==> config.mk <==
export PLATFORM = sky130hd
export DESIGN_NAME = timer_irq_source
export DESIGN_NICKNAME = d
export VERILOG_FILES = /design/src/rtl/timer_irq_source_pkg.sv /design/src/rtl/timer_irq_source_prescaler.sv /design/src/rtl/timer_irq_source.sv
export SDC_FILE = /design/constraint.sdc
export NUM_CORES = 1
export LEC_CHECK = 0
export BUFFER_PORTS_ARGS = -buffer_cell sky130_fd_sc_hd__buf_2
export CAP_MARGIN = 30
export CORE_MARGIN = 5
export CORE_UTILIZATION = 55
export CTS_BUF_LIST = sky130_fd_sc_hd__clkbuf_16
export DETAILED_ROUTE_END_ITERATION = 6
export PLACE_DENSITY = 0.9
export SKIP_LAST_GASP = 1
export SLEW_MARGIN = 40
export SYNTH_ARGS = -nofsm -noshare
export SYNTH_HDL_FRONTEND = slang
export SYNTH_SLANG_ARGS = --single-unit
==> constraint.sdc <==
create_clock -name clk -period 3.2 [get_ports clk]
set_input_delay 0.64 -clock clk [delete_from_list [all_inputs] [get_ports clk]]
set_output_delay 0.64 -clock clk [all_outputs]
set_load 0.01 [all_outputs]
==> src/rtl/timer_irq_source_pkg.sv <==
// timer_irq_source_pkg
//   Shared constants for the memory-mapped countdown timer: bus word indices,
//   CTRL bit positions, mode encodings and the FSM state type.
package timer_irq_source_pkg;

    // Word indices on bus address [3:2]
    localparam logic [1:0] TC_CTRL   = 2'd0;
    localparam logic [1:0] TC_PRESET = 2'd1;
    localparam logic [1:0] TC_COUNT  = 2'd2;

    // CTRL bit positions: {IM, MODE[1:0], EN}
    localparam int unsigned CTRL_EN      = 0;
    localparam int unsigned CTRL_MODE_LO = 1;
    localparam int unsigned CTRL_MODE_HI = 2;
    localparam int unsigned CTRL_IM      = 3;

    // MODE encodings; 2 and 3 behave as one-shot
    localparam logic [1:0] MODE_ONESHOT = 2'd0;
    localparam logic [1:0] MODE_RELOAD  = 2'd1;

    typedef enum logic [1:0] {
        ST_IDLE = 2'd0,
        ST_LOAD = 2'd1,
        ST_CNT  = 2'd2,
        ST_INT  = 2'd3
    } state_t;

endpackage

==> src/rtl/timer_irq_source_prescaler.sv <==
// timer_prescaler
//   Free-running modulo-PRESCALE_DIV counter. tick is high during the last
//   cycle of each period; clear restarts the period from zero.
// Ports:
//   clk    system clock
//   reset  synchronous active-low reset
//   clear  synchronous restart of the modulo count
//   tick   high when the count equals PRESCALE_DIV-1
module timer_prescaler #(
    parameter int unsigned PRESCALE_DIV = 4
) (
    input  logic clk,
    input  logic reset,
    input  logic clear,
    output logic tick
);

    localparam int unsigned W = $clog2(PRESCALE_DIV);
    localparam logic [W-1:0] LAST = W'(PRESCALE_DIV - 1);

    logic [W-1:0] cnt;

    always_ff @(posedge clk) begin
        if (!reset || clear) begin
            cnt <= '0;
        end else if (cnt == LAST) begin
            cnt <= '0;
        end else begin
            cnt <= cnt + W'(1);
        end
    end

    assign tick = (cnt == LAST);

endmodule

==> src/rtl/timer_irq_source.sv <==
// timer_irq_source
//   Memory-mapped countdown timer feeding one CP0 HWInt bit. Supports
//   one-shot (MODE 0, also 2/3) and auto-reload (MODE 1) operation.
//   Define TIMER_PRESCALE_EN to step COUNT once every PRESCALE_DIV cycles.
// Ports:
//   clk    system clock, all state on rising edge
//   reset  synchronous active-low reset
//   addr   word select (bus addr[3:2]): 0=CTRL 1=PRESET 2=COUNT 3=unused
//   we     write strobe from MEM-stage store decode
//   wdata  store data
//   rdata  combinational read data of the selected word
//   irq    interrupt request = irq_flag & IM
module timer_irq_source
    import timer_irq_source_pkg::*;
#(
    parameter int unsigned PRESCALE_DIV = 4
) (
    input  logic        clk,
    input  logic        reset,
    input  logic [1:0]  addr,
    input  logic        we,
    input  logic [31:0] wdata,
    output logic [31:0] rdata,
    output logic        irq
);

    logic [3:0]  ctrl;
    logic [31:0] preset;
    logic [31:0] count;
    logic        irq_flag;
    state_t      state;
    state_t      state_next;

    logic en;
    logic im;
    logic reload;
    logic wr_ctrl;
    logic wr_preset;
    logic count_tick;

    // Decoded actions for the datapath
    logic load_count;
    logic dec_count;
    logic expire;
    logic int_oneshot;
    logic int_reload;

    assign en        = ctrl[CTRL_EN];
    assign im        = ctrl[CTRL_IM];
    assign reload    = (ctrl[CTRL_MODE_HI:CTRL_MODE_LO] == MODE_RELOAD);
    assign wr_ctrl   = we && (addr == TC_CTRL);
    assign wr_preset = we && (addr == TC_PRESET);

    if (PRESCALE_DIV < 2) begin : g_div_check
        $error("PRESCALE_DIV must be at least 2");
    end

`ifdef TIMER_PRESCALE_EN
    timer_prescaler #(
        .PRESCALE_DIV(PRESCALE_DIV)
    ) u_prescaler (
        .clk  (clk),
        .reset(reset),
        .clear(load_count),
        .tick (count_tick)
    );
`else
    assign count_tick = 1'b1;
`endif

    // State register
    always_ff @(posedge clk) begin
        if (!reset) begin
            state <= ST_IDLE;
        end else begin
            state <= state_next;
        end
    end

    // Next-state logic
    always_comb begin
        state_next = state;
        unique case (state)
            ST_IDLE: if (en) state_next = ST_LOAD;
            ST_LOAD: state_next = ST_CNT;
            ST_CNT: begin
                if (!en) begin
                    state_next = ST_IDLE;
                end else if (count_tick && (count <= 32'd1)) begin
                    state_next = ST_INT;
                end
            end
            ST_INT: state_next = reload ? ST_LOAD : ST_IDLE;
            default: state_next = ST_IDLE;
        endcase
    end

    // Output / action decode
    always_comb begin
        load_count  = 1'b0;
        dec_count   = 1'b0;
        expire      = 1'b0;
        int_oneshot = 1'b0;
        int_reload  = 1'b0;
        irq         = irq_flag & im;
        unique case (state)
            ST_LOAD: load_count = 1'b1;
            ST_CNT: begin
                if (en && count_tick) begin
                    if (count > 32'd1) dec_count = 1'b1;
                    else               expire    = 1'b1;
                end
            end
            ST_INT: begin
                if (reload) int_reload  = 1'b1;
                else        int_oneshot = 1'b1;
            end
            default: ;
        endcase
    end

    // Register file and counter. Software writes take priority over the
    // FSM's own EN clear and irq_flag updates at the same edge.
    always_ff @(posedge clk) begin
        if (!reset) begin
            ctrl     <= '0;
            preset   <= '0;
            count    <= '0;
            irq_flag <= 1'b0;
        end else begin
            if (wr_ctrl) begin
                ctrl <= wdata[3:0];
            end else if (int_oneshot) begin
                ctrl[CTRL_EN] <= 1'b0;
            end

            if (wr_preset) begin
                preset <= wdata;
            end

            if (load_count) begin
                count <= preset;
            end else if (dec_count) begin
                count <= count - 32'd1;
            end else if (expire) begin
                count <= '0;
            end

            if (wr_ctrl || wr_preset) begin
                irq_flag <= 1'b0;
            end else if (expire) begin
                irq_flag <= 1'b1;
            end else if (int_reload) begin
                irq_flag <= 1'b0;
            end
        end
    end

    // Combinational read mux
    always_comb begin
        rdata = '0;
        unique case (addr)
            TC_CTRL:   rdata = {28'b0, ctrl};
            TC_PRESET: rdata = preset;
            TC_COUNT:  rdata = count;
            default:   rdata = '0;
        endcase
    end

endmodule

==> results.json, run 1 <==
{
  "use_met3_pct": 4.75,
  "p_total_mw": 2.03,
  "synthTopCellsByCount": "95 x nand2_1, 71 x dfxtp_1, 52 x a21oi_1",
  "critical_path_class": "reg -> reg",
  "p_int_mw": 1.55,
  "antenna_cells": 0,
  "dpl_cell_area_um2": 4070,
  "fin_crit_sh_pct": 89.1,
  "seqPwrFrac_pct": 45.2,
  "initial_core_util_pct": 57.4,
  "drc_errors": 0,
  "die_area_um2": 8430,
  "drive_gt1_share_pct": 19.4,
  "p_per_area_nw_per_um2": 466,
  "std_cell_rows": 29,
  "place_hpwl_mm": 6.71,
  "synth_edf_count": 0,
  "syn2layout_area_growth_pct": 18.1,
  "track_usage_pct": 24.7,
  "syn_area_um2": 3680,
  "port_buffers": 69,
  "relSlewSlack_pct": 52.3,
  "min_path_type": "reg -> reg",
  "routedWlPerCell_um": 16.8,
  "synth_ff_type": "dfxtp_1",
  "outcome": "finished clean",
  "cts-root-buf": "clkbuf_16",
  "via_count": 3826,
  "drtAntennaViolNets": 0,
  "crit_arrival_ns": 3.03,
  "cts_num_sinks": 71,
  "hold_buffers": 0,
  "synth.net_count": 518,
  "wirelength_mm": 10.3,
  "synth.yosys.warnings": 0,
  "ys_types": 44,
  "skew_ns": 0.00419,
  "critPathCaptureType": "flop",
  "grt_pass1_wl_mm": 17.3,
  "fmax_mhz": 351,
  "share_comb_of_total_power_pct": 7.9,
  "cp.required_ns": 3.38,
  "synth_area_leaders": "dfxtp_1 39%, nand2_1 9.7%, a21oi_1 7.1%, a22o_1 6.7%, clkbuf_1 3.6%",
  "first_iter_violations": 327,
  "grt-ovfl-total": 0,
  "met1_usage_pct": 30.2,
  "num-fill-cells": 529,
  "htree_levels": 3,
  "ff_latch_area_um2": 1420,
  "cts_made_buffers": 9,
  "crit_fanout": 16,
  "maxCapViolations": 0,
  "use_met2_pct": 41.6,
  "place.gp.congestion": 0.902,
  "syn_area_per_cell_um2": 7.69,
  "timing.setup.tns_ns": 0,
  "final_util_pct": 67.7,
  "cts_tree": "done",
  "dieWidth_um": 91.8,
  "p_leak_nw": 1.79,
  "die_y_um": 91.8,
  "postLayoutCellArea_um2": 4350,
  "finalNetCount": 570,
  "yosys.area.top_type_share_pct": 38.6,
  "syn_inst": 479,
  "antenna_found_initial": 0,
  "ys_async_sr_fraction_pct": 0,
  "dr.pass1.iters": 6,
  "cp_cell_sequence": "or4_1 > or4_4 > nor4_2 > nor2_2 > nand2_1 > o21ai_0",
  "ios": 70,
  "min_period_ns": 2.85,
  "insertion_delay_ns": 0.33,
  "grt_pass1_vias": 3725,
  "yosysMostFrequentCell": "nand2_1",
  "multi_input_area_um2": 2120,
  "clock_power_share_pct": 46.9,
  "worstSetupStartpointType": "flop",
  "vias_per_cell": 6.24,
  "grt_max_degree": 65,
  "ys_ff_latch": 71,
  "cts_resized": 0,
  "yosysSeqAreaShare_pct": 38.6,
  "worstMarginPinSlew_ns": 0.716,
  "cts_setup_buffers": 0,
  "cpMaxStageDelayCell": "or4_1",
  "synth_largest_area_cell": "dfxtp_1",
  "core-area_um2": 6420,
  "busiest_layer": "met2",
  "path_clk_slew_ns": 0.06,
  "p_sw_share_pct": 23.3,
  "ctsLongestPathBuffers": 2,
  "slowest_delay_ns": 0.60,
  "timing_hold_violations_final": 0,
  "p_sw_mw": 0.473,
  "ir_drop_mv": 0.264,
  "finalSetupViolations": 0,
  "rsz0062_at_grt": "no",
  "drv_slew": 0
}
## state kept, by name (all words and copies together), names as in the netlist
signal	count
count	32
preset	32
ctrl	4
state	2
irq_flag	1
## layout by cell type (no fill, tap or decap), types with 4 or more instances in the layout
cell / n
o21ai_0: 12
nand2b_1: 5
nand3_1: 15
dfxtp_1: 71
a31oi_1: 8
mux2i_1: 7
and3_1: 12
or3_1: 4
a22o_1: 28
or4_1: 4
buf_2: 69
clkbuf_16: 9
or3_4: 4
nor4_1: 9
o22ai_1: 12
nor3_1: 15
buf_4: 10
xnor2_1: 10
o21ai_1: 4
xor2_1: 8
nor2_1: 26
a21oi_1: 52
inv_1: 4
nand2_1: 95
## cells by family (layout without fill, tap and decap cells)
logic type,after synthesis,after routing,synth area share (%)
buffers and inverters,41,98,4.28
adders and majority gates,2,2,0.679
muxes,7,7,1.90
DFF,71,71,38.6
xor gates and xnor gates,18,18,4.28
and+or+nand+nor,206,206,27.0
AOI/OAI and AO/OA,134,134,23.3
## stage by stage
step | std cells | hold slack [ns] | worst slack, ns
after floorplan | 479 | 0.449 | 0.709
after global placement | 597 | 0.462 | 0.308
after detailed placement | 597 | 0.467 | 0.256
after CTS | 613 | 0.477 | 0.234
after global routing | 613 | 0.498 | 0.159
final | 613 | 0.477 | 0.347
## critical path, delay by kind of cell, from the launching register on
family          cells  cell delay, ns
simple gates        5            2.14
flops               1            0.36
compound gates      1            0.20
## worst paths after layout
check / from / to / slack [ns] / cells past startpoint
worst max-delay path: count[24]$_SDFFE_PN0P_ / count[22]$_SDFFE_PN0P_ / 0.35 / 6
worst min-delay path: preset[4]$_SDFFE_PN0P_ / preset[4]$_SDFFE_PN0P_ / 0.48 / 2
worst max register to register: count[24]$_SDFFE_PN0P_ / count[22]$_SDFFE_PN0P_ / 0.35 / 6
worst min register to register: preset[4]$_SDFFE_PN0P_ / preset[4]$_SDFFE_PN0P_ / 0.48 / 2
## power by group through the flow
stage / Clock (mW) / Sequential (mW) / Combinational [mW]
after floorplan: 0 / 0.930 / 0.105
after global placement: 0 / 0.935 / 0.152
after detailed placement: 0 / 0.935 / 0.156
after CTS: 0.955 / 0.916 / 0.158
after global routing: 1.00 / 0.918 / 0.176
final: 0.952 / 0.917 / 0.159
## cell type report
class / instances / area share [%]
clock buffers: 9 / 5.18
multi-input cells: 367 / 48.7
flip-flops and latches: 71 / 32.7
well taps: 77 / 2.21
repair buffers: 79 / 9.66
clock inverters: 7 / 1.29
inverters: 3 / 0.259
## layer usage
layer / vias to the layer above / wire, um
met3: 22 / 856
met2: 206 / 5020
met4: 0 / 227
met1: 1765 / 4170
li1: 1833 / -
met5: - / 0
(Power assumes the default switching activity.)
==> run 2, diff against run 1 <==
Settings changed: ABC_AREA from default to 1, CORE_UTILIZATION 55 to 56, PLACE_DENSITY 0.9 to 0.91.
==> run 2 against run 1 <==
  * Combinational power is 61% higher
  * Worst setup slack gained 0.52 ns
  * Via count up 11%
  * Total power is 9.5% higher
  * Area after synthesis grew 7.5%
==> results.json, run 2 <==
{
  "outcome": "finished clean",
  "place.gp.congestion": 0.930,
  "final_cells": 766,
  "dr.pass1.iters": 4,
  "worstSetupStartpointType": "input pin",
  "slowest_delay_ns": 0.25,
  "synth.yosys.warnings": 0,
  "share_comb_of_total_power_pct": 11.5,
  "synthTopCellsByCount": "107 x nand2_1, 102 x inv_1, 71 x dfxtp_1, 71 x nor2_1, 60 x o22ai_1",
  "cp_cell_sequence": "buf_2 > nor2_1 > inv_1 > buf_4 > o221ai_1 > buf_2",
  "crit_top_cell": "buf_2",
  "yosys.area.top_type_share_pct": 35.9,
  "syn_inst": 607,
  "first_iter_violations": 320,
  "cts-root-buf": "clkbuf_16",
  "cts_made_buffers": 9,
  "antenna_cells": 0,
  "crit_fanout": 30,
  "p_int_mw": 1.67,
  "grt-ovfl-total": 0,
  "min_period_ns": 2.34,
  "seqPwrFrac_pct": 41.5,
  "wirelength_mm": 11.5,
  "pre_cts_ws_ns": 0.882,
  "p_per_area_nw_per_um2": 477,
  "via_count": 4257,
  "timing.setup.tns_ns": 0,
  "p_sw_mw": 0.552,
  "fin_crit_sh_pct": 73.0,
  "fmax_mhz": 428,
  "final_util_pct": 68.1,
  "drive_gt1_share_pct": 15.1,
  "cp.required_ns": 2.56,
  "min_path_type": "reg -> reg",
  "dp.cells": 750,
  "dpl_cell_area_um2": 4350,
  "ios": 70,
  "synth.net_count": 646,
  "worstMarginPinSlew_ns": 0.747,
  "place_hpwl_mm": 8.23,
  "relSlewSlack_pct": 50.1,
  "cts_num_sinks": 71,
  "htree_levels": 3,
  "port_buffers": 69,
  "maxCapViolations": 0,
  "syn_area_um2": 3960,
  "critical_path_class": "in -> out",
  "ctsLongestPathBuffers": 2,
  "timing_hold_violations_final": 0,
  "track_usage_pct": 27.2,
  "synth_ff_type": "dfxtp_1",
  "finalSetupViolations": 0,
  "drc_errors": 0,
  "cts_resized": 0,
  "drv_slew": 0,
  "routedWlPerCell_um": 15.0,
  "finalNetCount": 704,
  "rsz0062_at_grt": "no",
  "std_cell_rows": 30,
  "synth_area_leaders": "dfxtp_1 36%, nand2_1 10%, inv_1 9.7%, o22ai_1 9.5%, nor2_1 6.7%",
  "grt_max_degree": 54,
  "dieWidth_um": 94.1,
  "die_area_um2": 8850,
  "syn_area_per_cell_um2": 6.52,
  "holdWs_ns": 0.481,
  "yosysSeqAreaShare_pct": 35.9,
  "ys_types": 24,
  "critPathCaptureType": "output port",
  "path_clk_slew_ns": 0.05,
  "insertion_delay_ns": 0.33,
  "layout_commonest_cell": "nand2_1",
  "synth_largest_area_cell": "dfxtp_1",
  "postLayoutCellArea_um2": 4650,
  "grt_pass1_vias": 4152,
  "initial_core_util_pct": 57.9,
  "cts_tree": "done",
  "p_total_mw": 2.22,
  "final_cell_mix": "106 x nand2_1, 104 x inv_1, 71 x nor2_1, 71 x dfxtp_1, 69 x buf_2",
  "vias_per_cell": 5.56,
  "crit_arrival_ns": 1.70,
  "ys_ff_latch": 71,
  "p_leak_nw": 2.15,
  "skew_ns": 0.00638,
  "p_sw_share_pct": 24.9,
  "clock_power_share_pct": 46.9,
  "largestRegisters": "count: 32 flops, preset: 32 flops, ctrl: 4 flops",
  "antenna_found_initial": 0,
  "ir_drop_mv": 0.307,
  "ys_async_sr_fraction_pct": 0,
  "syn2layout_area_growth_pct": 17.5,
  "die_y_um": 94.1,
  "core-area_um2": 6830,
  "cpMaxStageDelayCell": "buf_4",
  "worst_slack_ns": 0.863,
  "r2r_slack_ns": 1.07,
  "hold_buffers": 0,
  "drtAntennaViolNets": 0,
  "cts_setup_buffers": 0,
  "yosysMostFrequentCell": "nand2_1",
  "grt_pass1_wl_mm": 19.1,
  "synth_edf_count": 0
}
[run 2: changes by cell type in the layout (fill, tap and decap cells not counted), moves of 10 or more]
cell | before | now
o22ai_1 | 12 | 60
nor2_1 | 26 | 71
nand4_1 | 1 | 11
nor3_1 | 15 | 1
inv_1 | 4 | 104
o21ai_0 | 12 | 52
a22o_1 | 28 | 0
nand2_1 | 95 | 106
and3_1 | 12 | 0
[run 2: cell type report]
cell class | instances | area, um^2
fillers | 622 | 2180
multi-input cells | 404 | 2020
flip-flops and latches | 71 | 1420
repair buffers | 75 | 390
inverters | 104 | 390
clock buffers | 9 | 225
well taps | 96 | 120
clock inverters | 7 | 80.1
[run 2: final timing paths]
check	from	to	cells past startpoint
min	irq_flag$_SDFFE_PP0P_	irq_flag$_SDFFE_PP0P_	2
min reg2reg	irq_flag$_SDFFE_PP0P_	irq_flag$_SDFFE_PP0P_	2
max reg2reg	count[0]$_SDFFE_PN0P_	count[22]$_SDFFE_PN0P_	11
max	addr[1]	rdata[3]	6
[run 2: cell families (layout without fill, tap and decap cells)]
kind of cell             after synthesis  in the layout  synth area share [%]
AO/OA/AOI/OAI                        170            170                  23.8
XOR/XNOR                              18             18                  3.98
adder cells (fa/ha/maj)                2              2                 0.632
buffers and inverters                132            195                  13.0
flip-flops                            71             71                  35.9
AND/OR/NAND/NOR                      214            214                  22.6
[run 2: critical path, delay by kind of cell]
family | cells | cell delay [ns]
AOI/OAI and AO/OA | 1 | 0.21
and+or+nand+nor | 1 | 0.23
buffers and inverters | 4 | 0.61
[run 2: layer usage]
| metal | GRT usage, % | vias up | routed length (um) |
|---|---|---|---|
| li1 | - | 2103 | - |
| met5 | 0 | - | 0 |
| met1 | 34.6 | 1982 | 4940 |
| met4 | 10.5 | 0 | 259 |
| met3 | 6.01 | 25 | 715 |
| met2 | 44.6 | 147 | 5600 |
[run 2: power groups by stage]
stage               sequential, mW  clock [mW]  combinational, mW
floorplan                    0.938           0              0.175
global placement             0.940           0              0.244
detailed placement           0.941           0              0.252
CTS                          0.922        1.04              0.255
global route                 0.925        1.09              0.288
finish                       0.922        1.04              0.256
==> run 3, diff against run 2 <==
Clock period 3.2 ns to 2.3 ns, I/O delays scaled along.
==> run 3 against run 2 <==
  * Critical path depth rose by 1
  * Total power rose by 27%
  * Sequential share of layout area rose by 0.21 points
  * Global-route usage is 0.56 points lower
  * Wire length fell by 1.8%
  * Non-clock buffer count is 4 higher
  * Final cell count rose by 0.26%
  * Combinational power is 39% higher
  * Register-to-register slack worse by 0.58 ns
  * Die area is the same
  * Worst setup slack worse by 0.59 ns
  * Largest cell class unchanged
  * Largest power group is now registers
==> results.json, run 3 (synthesized netlist as in run 2, its figures left out) <==
{
  "grt-ovfl-total": 0,
  "hold_buffers": 0,
  "drtAntennaViolNets": 0,
  "syn2layout_area_growth_pct": 16.7,
  "cts_setup_buffers": 0,
  "fin_crit_sh_pct": 88.0,
  "p_total_mw": 2.82,
  "critPathCaptureType": "output port",
  "final_util_pct": 67.6,
  "min_period_ns": 2.02,
  "relSlewSlack_pct": 58.8,
  "ff_latch_area_um2": 1420,
  "first_iter_violations": 266,
  "std_cell_rows": 30,
  "cts_num_sinks": 71,
  "ctsLongestPathBuffers": 2,
  "routedWlPerCell_um": 14.7,
  "cp.required_ns": 1.84,
  "cts_made_buffers": 9,
  "maxCapViolations": 0,
  "critical_path_class": "in -> out",
  "via_count": 4233,
  "wirelength_mm": 11.3,
  "p_per_area_nw_per_um2": 610,
  "drv_slew": 0,
  "place.gp.congestion": 0.931,
  "timing.setup.tns_ns": 0,
  "core-area_um2": 6830,
  "pre_cts_ws_ns": 0.294,
  "die_area_um2": 8850,
  "worstSetupStartpointType": "input pin",
  "finalNetCount": 708,
  "cp-endpoint": "rdata[2]",
  "grt_max_degree": 54,
  "drc_errors": 0,
  "finalSetupViolations": 0,
  "worstMarginPinSlew_ns": 0.618,
  "worst_slack_ns": 0.276,
  "cts-root-buf": "clkbuf_16",
  "path_clk_slew_ns": 0.05,
  "final_cells": 768,
  "setup.worst_path.start": "addr[0]",
  "outcome": "finished clean",
  "cts_resized": 0,
  "vias_per_cell": 5.51,
  "final_cell_mix": "106 x nand2_1, 103 x inv_1, 71 x nor2_1, 71 x dfxtp_1, 69 x buf_2",
  "timing_hold_violations_final": 0,
  "multi_input_area_um2": 2020,
  "fmax_mhz": 494,
  "grt_pass1_vias": 4025,
  "htree_levels": 3,
  "grt_pass1_wl_mm": 18.7,
  "num-fill-cells": 629,
  "min_path_type": "in -> reg",
  "skew_ns": 0.00599,
  "rsz0062_at_grt": "no",
  "antenna_cells": 0,
  "rr_startpoint": "count[1]$_SDFFE_PN0P_",
  "ios": 70,
  "r2r_slack_ns": 0.49,
  "cts_tree": "done",
  "crit_fanout": 30,
  "dp.cells": 754,
  "insertion_delay_ns": 0.33,
  "ir_drop_mv": 0.340,
  "track_usage_pct": 26.6,
  "place_hpwl_mm": 8.35,
  "drive_gt1_share_pct": 15.2,
  "largestRegisters": "count: 32 flops, preset: 32 flops, ctrl: 4 flops",
  "layout_commonest_cell": "nand2_1",
  "initial_core_util_pct": 57.9,
  "worstReg2RegEnd": "count[26]$_SDFFE_PN0P_",
  "port_buffers": 69,
  "p_leak_nw": 2.13,
  "dr.pass1.iters": 5,
  "rr_worst_depth": 8,
  "dieWidth_um": 94.1,
  "die_y_um": 94.1,
  "antenna_found_initial": 0,
  "crit_arrival_ns": 1.56
}
run 3: changes by cell type in the layout (fill, tap and decap cells not counted):
cell and change:
buf_4 +4, bufinv_16 -2, clkinv_1 +2, clkinv_2 -1
inv_1 -1
run 3: worst max-delay path, cell delays in order:
cell and delay, ns:
buf_2 0.09, inv_1 0.05, nor2_1 0.24, inv_1 0.08, buf_4 0.25, o221ai_1 0.22, buf_2 0.17
run 3: through the flow:
stage               hold slack, ns  cell area (um^2)
floorplan                    0.442              3960
global route                 0.407              4620
global placement             0.466              4380
finish                       0.385              4620
CTS                          0.379              4620
detailed placement           0.465              4380
run 3: per-layer routing:
metal | share of wire [%] | up-vias | GRT usage [%]
met2 | 49 | 135 | 45.4
li1 | - | 2116 | -
met5 | 0 | - | 0
met4 | 2.2 | 0 | 11.2
met1 | 43 | 1957 | 33.6
met3 | 5.5 | 25 | 3.61
run 3: worst min path at each step:
stage | start | slack, ns | depth (start not counted) | endpoint
final | wdata[3] | 0.39 | 3 | ctrl[3]$_SDFFE_PN0P_
after global routing | wdata[3] | 0.41 | 3 | ctrl[3]$_SDFFE_PN0P_
after CTS | wdata[3] | 0.38 | 3 | ctrl[3]$_SDFFE_PN0P_
after detailed placement | preset[1]$_SDFFE_PN0P_ | 0.47 | 2 | preset[1]$_SDFFE_PN0P_
after global placement | preset[21]$_SDFFE_PN0P_ | 0.47 | 2 | preset[21]$_SDFFE_PN0P_
after floorplan | irq_flag$_SDFFE_PP0P_ | 0.44 | 2 | irq_flag$_SDFFE_PP0P_
run 3: final cells by class:
| cell class | count | share of cell area [%] |
|---|---|---|
| clock buffer | 9 | 4.87 |
| tap | 96 | 2.60 |
| inverter | 104 | 8.45 |
| sequential | 71 | 30.8 |
| clock inverter | 5 | 0.406 |
| multi-input combinational | 404 | 43.8 |
| timing repair buffer | 79 | 9.10 |
run 3: power breakdown:
| part | total, mW | internal [mW] | switching [mW] | leakage (nW) |
|---|---|---|---|---|
| Combinational | 0.357 | 0.123 | 0.235 | 1.43 |
| Clock | 1.18 | 0.698 | 0.482 | 0.123 |
| Sequential | 1.28 | 1.27 | 0.0156 | 0.577 |
| Total | 2.82 | 2.09 | 0.732 | 2.13 |
